$ cat src/rtl/fetch_pkg.sv
// Shared types for the instruction fetch stage.
// Queue entries pair a fetched word with its word address.
package fetch_pkg;

  localparam int INSTR_W      = 16;
  localparam int FETCH_ADDR_W = 16;

  typedef enum logic {
    IDLE = 1'b0,
    RUN  = 1'b1
  } fetch_state_t;

  typedef struct packed {
    logic [INSTR_W-1:0]      instr;
    logic [FETCH_ADDR_W-1:0] pc;
  } fetch_entry_t;

endpackage

$ cat src/rtl/fetch_queue.sv
// Two-entry synchronous FIFO of fetched instructions.
// Flush beats push; push and pop may coincide at any fill level.
module fetch_queue
  import fetch_pkg::*;
(
  input  logic         clock,
  input  logic         reset,
  input  logic         push,
  input  fetch_entry_t push_data,
  input  logic         pop,
  input  logic         flush,
  output fetch_entry_t head,
  output logic [1:0]   count
);

  fetch_entry_t mem_q [2];
  logic         rd_q;
  logic         wr_q;
  logic [1:0]   cnt_q;
  logic         do_pop;
  logic         do_push;

  assign do_pop  = pop && (cnt_q != 2'd0);
  assign do_push = push && ((cnt_q != 2'd2) || do_pop);

  always_ff @(posedge clock or posedge reset) begin
    if (reset) begin
      mem_q[0] <= '0;
      mem_q[1] <= '0;
      rd_q     <= 1'b0;
      wr_q     <= 1'b0;
      cnt_q    <= 2'd0;
    end else if (flush) begin
      rd_q  <= 1'b0;
      wr_q  <= 1'b0;
      cnt_q <= 2'd0;
    end else begin
      if (do_push) begin
        mem_q[wr_q] <= push_data;
        wr_q        <= ~wr_q;
      end
      if (do_pop) begin
        rd_q <= ~rd_q;
      end
      cnt_q <= cnt_q + {1'b0, do_push} - {1'b0, do_pop};
    end
  end

  assign head  = mem_q[rd_q];
  assign count = cnt_q;

endmodule

$ cat src/rtl/instr_fetch.sv
// Instruction fetch stage: PC, memory read issue, 2-deep instruction queue.
// Redirects flush the queue and discard the read returning that cycle.
module instr_fetch
  import fetch_pkg::*;
#(
  parameter int unsigned       ADDR_W   = 16,
  parameter logic [ADDR_W-1:0] RESET_PC = '0
) (
  input  logic               clock,
  input  logic               reset,
  input  logic               fetch_en,
  output logic               mem_rd_en,
  output logic [ADDR_W-1:0]  mem_addr,
  input  logic [INSTR_W-1:0] mem_rdata,
  output logic [INSTR_W-1:0] instr,
  output logic [ADDR_W-1:0]  instr_pc,
  output logic               instr_valid,
  input  logic               instr_ready,
  input  logic               redirect,
  input  logic [ADDR_W-1:0]  redirect_pc
);

  fetch_state_t      state_q;
  fetch_state_t      state_d;
  logic [ADDR_W-1:0] pc_q;
  logic [ADDR_W-1:0] pc_d;
  logic [ADDR_W-1:0] infl_pc_q;
  logic              infl_q;
  logic [1:0]        count;
  fetch_entry_t      head;
  fetch_entry_t      push_ent;
  logic              pop;
  logic              push;
  logic              room;
  logic              issue;

  always_ff @(posedge clock or posedge reset) begin
    if (reset) state_q <= IDLE;
    else       state_q <= state_d;
  end

  always_comb begin
    state_d = state_q;
    unique case (state_q)
      IDLE:    if (fetch_en)  state_d = RUN;
      RUN:     if (!fetch_en) state_d = IDLE;
      default: state_d = IDLE;
    endcase
  end

  assign instr_valid = (count != 2'd0);
  assign pop         = instr_valid & instr_ready;
  assign room        = (count + {1'b0, infl_q}) < 2'd2;

  always_comb begin
    issue = 1'b0;
    unique case (state_q)
      RUN:     issue = fetch_en & ~redirect & (room | pop);
      default: issue = 1'b0;
    endcase
    mem_rd_en = issue;
    mem_addr  = pc_q;
  end

  always_comb begin
    pc_d = pc_q;
    unique case (1'b1)
      redirect: pc_d = redirect_pc;
      issue:    pc_d = pc_q + ADDR_W'(1);
      default:  ;
    endcase
  end

  always_ff @(posedge clock or posedge reset) begin
    if (reset) begin
      pc_q      <= RESET_PC;
      infl_q    <= 1'b0;
      infl_pc_q <= '0;
    end else begin
      pc_q   <= pc_d;
      infl_q <= issue;
      if (issue) infl_pc_q <= pc_q;
    end
  end

  // Read latency is one cycle, so a read outstanding during a redirect
  // returns in that same cycle and is squashed by gating its push.
  assign push     = infl_q & ~redirect;
  assign push_ent = '{instr: mem_rdata, pc: FETCH_ADDR_W'(infl_pc_q)};

  fetch_queue u_queue (
    .clock     (clock),
    .reset     (reset),
    .push      (push),
    .push_data (push_ent),
    .pop       (pop),
    .flush     (redirect),
    .head      (head),
    .count     (count)
  );

  assign instr    = instr_valid ? head.instr : '0;
  assign instr_pc = instr_valid ? ADDR_W'(head.pc) : RESET_PC;

endmodule
$ cat config.mk
export PLATFORM = sky130hd
export DESIGN_NAME = instr_fetch
export DESIGN_NICKNAME = d
export VERILOG_FILES = /design/src/rtl/fetch_pkg.sv /design/src/rtl/fetch_queue.sv /design/src/rtl/instr_fetch.sv
export SDC_FILE = /design/constraint.sdc
export NUM_CORES = 1
export LEC_CHECK = 0
export CAP_MARGIN = 25
export CORE_ASPECT_RATIO = 0.75
export CORE_MARGIN = 4
export CORE_UTILIZATION = 30
export CTS_CLUSTER_DIAMETER = 200
export DETAILED_ROUTE_END_ITERATION = 7
export HOLD_SLACK_MARGIN = 0.06
export SLEW_MARGIN = 30
export SYNTH_ARGS = -nofsm -noshare
export SYNTH_HDL_FRONTEND = slang
export SYNTH_SLANG_ARGS = --single-unit
$ cat constraint.sdc
create_clock -name clock -period 3.1 [get_ports clock]
set_input_delay 0.62 -clock clock [delete_from_list [all_inputs] [get_ports clock]]
set_output_delay 0.62 -clock clock [all_outputs]
set_load 0.1 [all_outputs]
# Yosys cells after proc, flatten, opt, wreduce, memory -nomap -nowiden
# Index checks and enable logic that the tools add are counted.
# W data, S select, Z words.
classes:
  addsub: 4
  eq_ne: 1
  n_reduce_logical: 9
  n_bitwise: 10
  n_mux: 16
  order_cmp: 4
ops:
  columns: ["cell", "n"]
  rows:
  - ["$mux W32", 4]
  - ["$bwmux W64", 1]
  - ["$demux W32 S1", 1]
  - ["$mux W16", 2]
  - ["$pmux W16 S2", 1]
  - ["$add A16 B1 Y16 const B", 1]
  - ["$reduce_bool A2 Y1", 4]
  - ["$mux W1", 6]
  - ["$add A2 B1 Y2", 2]
  - ["$and A1 B1 Y1", 4]
  - ["$ge A2 B2 Y1 const B", 2]
  - ["$not A1 Y2", 2]
  - ["$logic_and A1 B1 Y1", 3]
  - ["$not A1 Y1", 3]
  - ["$lt A2 B1 Y1 const B", 1]
  - ["$lt A2 B2 Y1 const B", 1]
  - ["$mux W2", 1]
  - ["$ne A2 B2 Y1 const B", 1]
  - ["$reduce_and A2 Y1", 1]
  - ["$sub A2 B1 Y2", 1]
  - ["$logic_or A1 B1 Y1", 1]
  - ["$or A1 B1 Y1", 1]
totals:
  ff_bits: 102
  wordCells: 55
  output_inout_bits: 50
  inputBits: 37

# Depth between registers and ports, before layout
depth:
  ltp_word: 8
  depth_mapped: 9
  depth_no_buf: 9

# Hierarchy
# From an unflattened synthesis, not the netlist that was laid out.
unflattened:
  hier_cells: 393
  area_unflattened_um2: 5042.3
modules_own_cells:
  columns: ["module", "cells_per_inst", "seq_area_each_um2", "area_per_inst_um2", "n_inst"]
  rows:
  - ["fetch_queue", 194, 1701.6, 3100.5, 1]
  - ["instr_fetch", 199, 850.8, 1941.9, 1]

# Worst setup path before layout
# OpenSTA, ideal clock, no wires.
synth_timing:
  path_kind: "register to output"
  startpoint: "reg u_queue.rd_q"
  endpoint: "out instr[10]"
  required_time_ns: 2.480
  stages_incl_launch_ff: 5
  path_buffers: 2
  t_arrival_ns: 2.186
  path_slack_ns: 0.294
  cell_sequence: "dfrtp_1 -> clkbuf_1 -> buf_2 -> mux2i_1 -> nor2_1"
synth_via:
  elab_chain_len: 5
synth_rtl:
  columns: ["element", "line", "source"]
  rows:
  - ["start, declared", "fetch_queue.sv:17", "logic rd_q;"]
  - ["start signal, assigned", "fetch_queue.sv:43", "rd_q <= ~rd_q;"]
  - ["$not A1 Y2 (implied by the code)", "fetch_queue.sv:49", "assign head = mem_q[rd_q];"]
  - ["$mux W32 (implied by the code) (3 in a row)", "fetch_queue.sv:49", null]
  - ["$mux W16", "instr_fetch.sv:102", "assign instr = instr_valid ? head.instr : '0;"]
  - ["end, declared", "instr_fetch.sv:15", "output logic [INSTR_W-1:0] instr,"]
# Every way passes these cells. The select of a mux whose other input is x is not followed.

# Worst setup path after layout
layout_timing:
  startpoint: "in instr_ready"
  endpoint: "out mem_rd_en"
layout_via:
  elab_chain_len: 4
layout_rtl:
  columns: ["element", "line", "source"]
  rows:
  - ["start, declared", "instr_fetch.sv:18", "input logic instr_ready,"]
  - ["$and A1 B1 Y1", "instr_fetch.sv:52", "assign pop = instr_valid & instr_ready;"]
  - ["$or A1 B1 Y1", "instr_fetch.sv:58", "RUN: issue = fetch_en & ~redirect & (room | pop);"]
  - ["$and A1 B1 Y1", "instr_fetch.sv:58", null]
  - ["$mux W1", "instr_fetch.sv:57", "unique case (state_q)"]
  - ["end, declared", "instr_fetch.sv:12", "output logic mem_rd_en,"]
# Every way passes these cells.

==> results.cfg <==
[logic_synthesis]
syn_area_mm2 = 0.00483
synthArstFlopShare = 1.00
synth.most_common_cell = dfrtp_1
syn_area_per_cell_um2 = 12.4
synth-seq-cells = 102
yosysWarnings = 0
syn_nets = 430
synth_flop_cell = dfrtp_1
yosys.area.top_type_share = 0.529
synthTopCellsByArea = dfrtp_1 53%, mux2_2 12%, mux2i_1 6.8%
synth_cell_types = 43
synth_top_cell_by_area = dfrtp_1
synth_cells = 390
synth_edf_count = 0
yosys-top-cells-count = 102 x dfrtp_1, 51 x mux2_2, 45 x nor2_1
seq_area_frac_synth = 0.529

[clocking]
cts_setup_buffers = 0
path_clk_slew_ns = 0.07
clockRootBuffer = clkbuf_16
cts_tree = built
cts_buffer_depth = 2
cts.htree.levels = 3
clock-sinks = 102
insertion_delay_ns = 0.35
cts_made_buffers = 9
hold_buffers = 0
post_cts_resize_count = 0

[grt]
overflow = 0
grt_use_met1 = 0.184
grt.total_usage = 0.133
grt_pass1_wl_um = 19100
top_usage_layer = met2
grt_pass1_vias = 3573
grt_util_met3 = 0.0364
grt_use_met2 = 0.201
antenna_found_initial = 0
grt_max_degree = 41

[worst_setup_path]
required_ns = 2.48
r2r_end = u_queue.count[1]
worst_setup_path_end_kind = output port
ff2ff_setup_slack_ns = 0.81
r2r.worst_path.cells = 9
startpoint_type = input port
crit_type = in -> out
cp_max_fo = 22
arrival_ns = 2.16
r2r_start = u_queue.count[0]

[floorplanning]
die_area_mm2 = 0.0182
die_h_um = 118
row_count = 39
io_pins = 87
fp.dieW_um = 154
start_util = 0.311
core-area_mm2 = 0.0155

[detailed_routing]
drt_iter0_drc = 194
wirelength_um = 11600
first_pass_iters = 4
remaining_drc_errors = 0
drt.antenna.violating_nets = 0
avgViaCountPerCell = 4.88
vias = 3353
routedWlPerCell_um = 16.9

[place]
hpwl_um = 8380
gp_congestion = 0.783
port_buffers = 86
postPlaceCellArea_mm2 = 0.00581
preCtsSetupSlack_ns = 0.315

[sta]
worst_slack_ns = 0.321
rsz0062_at_grt = no
fin_skew_ns = 0.00859
hold_viol = 0
fin_setup_tns_ns = 0
finalCritPeriodShare = 0.896
slew_headroom = 0.579
fmax_ghz = 0.360
min_period_ns = 2.78
finalMaxSlewViolations = 0
setup_viol = 0
worst_slew_pin_slew_ns = 0.630

[hold_path]
hold_start = u_queue.mem_q[38]
hold_path_depth = 1
holdPathEnd = u_queue.mem_q[38]
holdCritPathClass = reg -> reg

[finish]
diodes = 0
n_fill_cell = 1525
fin_area_mm2 = 0.00613
layout.nets = 517
area_growth_pct = 27.1
final_core_util = 0.395
drive_gt1_frac = 0.301

[power_and_ir_drop]
leakage_nw = 2.64
power.density_mw_per_mm2 = 859
ir_drop_v = 0.000321

[flow_run]
max_cap_viol_count = 0

[outcome]
status = finished clean
[worst max-delay path: stages]
cell,delay (ns)
clkdlybuf4s50_1,0.52
and4bb_4,0.26
a21o_4,0.26
nor3_4,0.28
buf_12,0.21
[registers in the layout (all words and copies together) (netlist names)]
name and flops:
u_queue.mem_q 64, infl_pc_q 16, mem_addr 16, u_queue.count 2, infl_q 1, state_q 1
u_queue.rd_q 1, u_queue.wr_q 1
[worst max path at each step]
stage                      start        end  slack, ns  depth (start not counted)
floorplan           u_queue.rd_q  instr[10]       0.29                          4
global placement     instr_ready  mem_rd_en       0.37                          5
detailed placement   instr_ready  mem_rd_en       0.32                          5
CTS                  instr_ready  mem_rd_en       0.32                          5
global route         instr_ready  mem_rd_en       0.27                          5
finish               instr_ready  mem_rd_en       0.32                          5
[routing by layer]
metal / up-vias / wire length, µm
li1: 1576 / -
met1: 1686 / 5580
met2: 81 / 5310
met3: 10 / 557
met4: 0 / 145
met5: - / 0
[cells by family after synthesis]
| family | after synthesis | synth area share |
|---|---|---|
| AOI/OAI and AO/OA | 32 | 0.0492 |
| DFF | 102 | 0.529 |
| xor gates and xnor gates | 5 | 0.00907 |
| adders and majority gates | 3 | 0.00778 |
| and+or+nand+nor | 104 | 0.110 |
| buffers and inverters | 31 | 0.0404 |
| muxes | 113 | 0.255 |
[report_power, final]
group	leakage [nW]	total (mW)	internal (mW)	switching, mW
clock network	0.148	1.15	0.636	0.515
registers	1.27	2.02	1.72	0.291
logic	1.23	2.10	0.678	1.43
total	2.64	5.27	3.04	2.23
[layout make-up]
cell class | count | area (µm²) | area share
flip-flops and latches | 102 | 2550 | 0.416
multi-input cells | 257 | 2090 | 0.341
repair buffers | 99 | 896 | 0.146
well taps | 205 | 256 | 0.0418
clock buffers | 9 | 225 | 0.0367
clock inverters | 7 | 80.1 | 0.0131
inverters | 8 | 33.8 | 0.00551
[stage by stage]
step | total power [mW] | instances | hold WS [ns]
global route | 5.57 | 687 | 0.506
global placement | 4.11 | 670 | 0.466
floorplan | 3.63 | 390 | 0.457
detailed placement | 4.18 | 670 | 0.474
finish | 5.27 | 687 | 0.484
CTS | 5.35 | 686 | 0.490
[cell usage in the layout (no fill, tap or decap), drive strengths merged, types with 2 or more instances in the layout]
| master | n |
|---|---|
| and4 | 3 |
| dfrtp | 102 |
| clkinv | 3 |
| o21ai | 4 |
| a31oi | 8 |
| clkdlybuf4s50 | 36 |
| nor2b | 2 |
| mux2i | 33 |
| nand2 | 20 |
| inv | 9 |
| ha | 3 |
| or4 | 8 |
| o31ai | 7 |
| or3 | 2 |
| mux2 | 80 |
| xnor2 | 5 |
| nor2 | 45 |
| nand4 | 5 |
| or2 | 2 |
| clkbuf | 9 |
| and3 | 3 |
| o311ai | 5 |
| nand3 | 9 |
| buf | 63 |
| clkinvlp | 2 |
No activity file was read; power rests on OpenSTA's default activity.
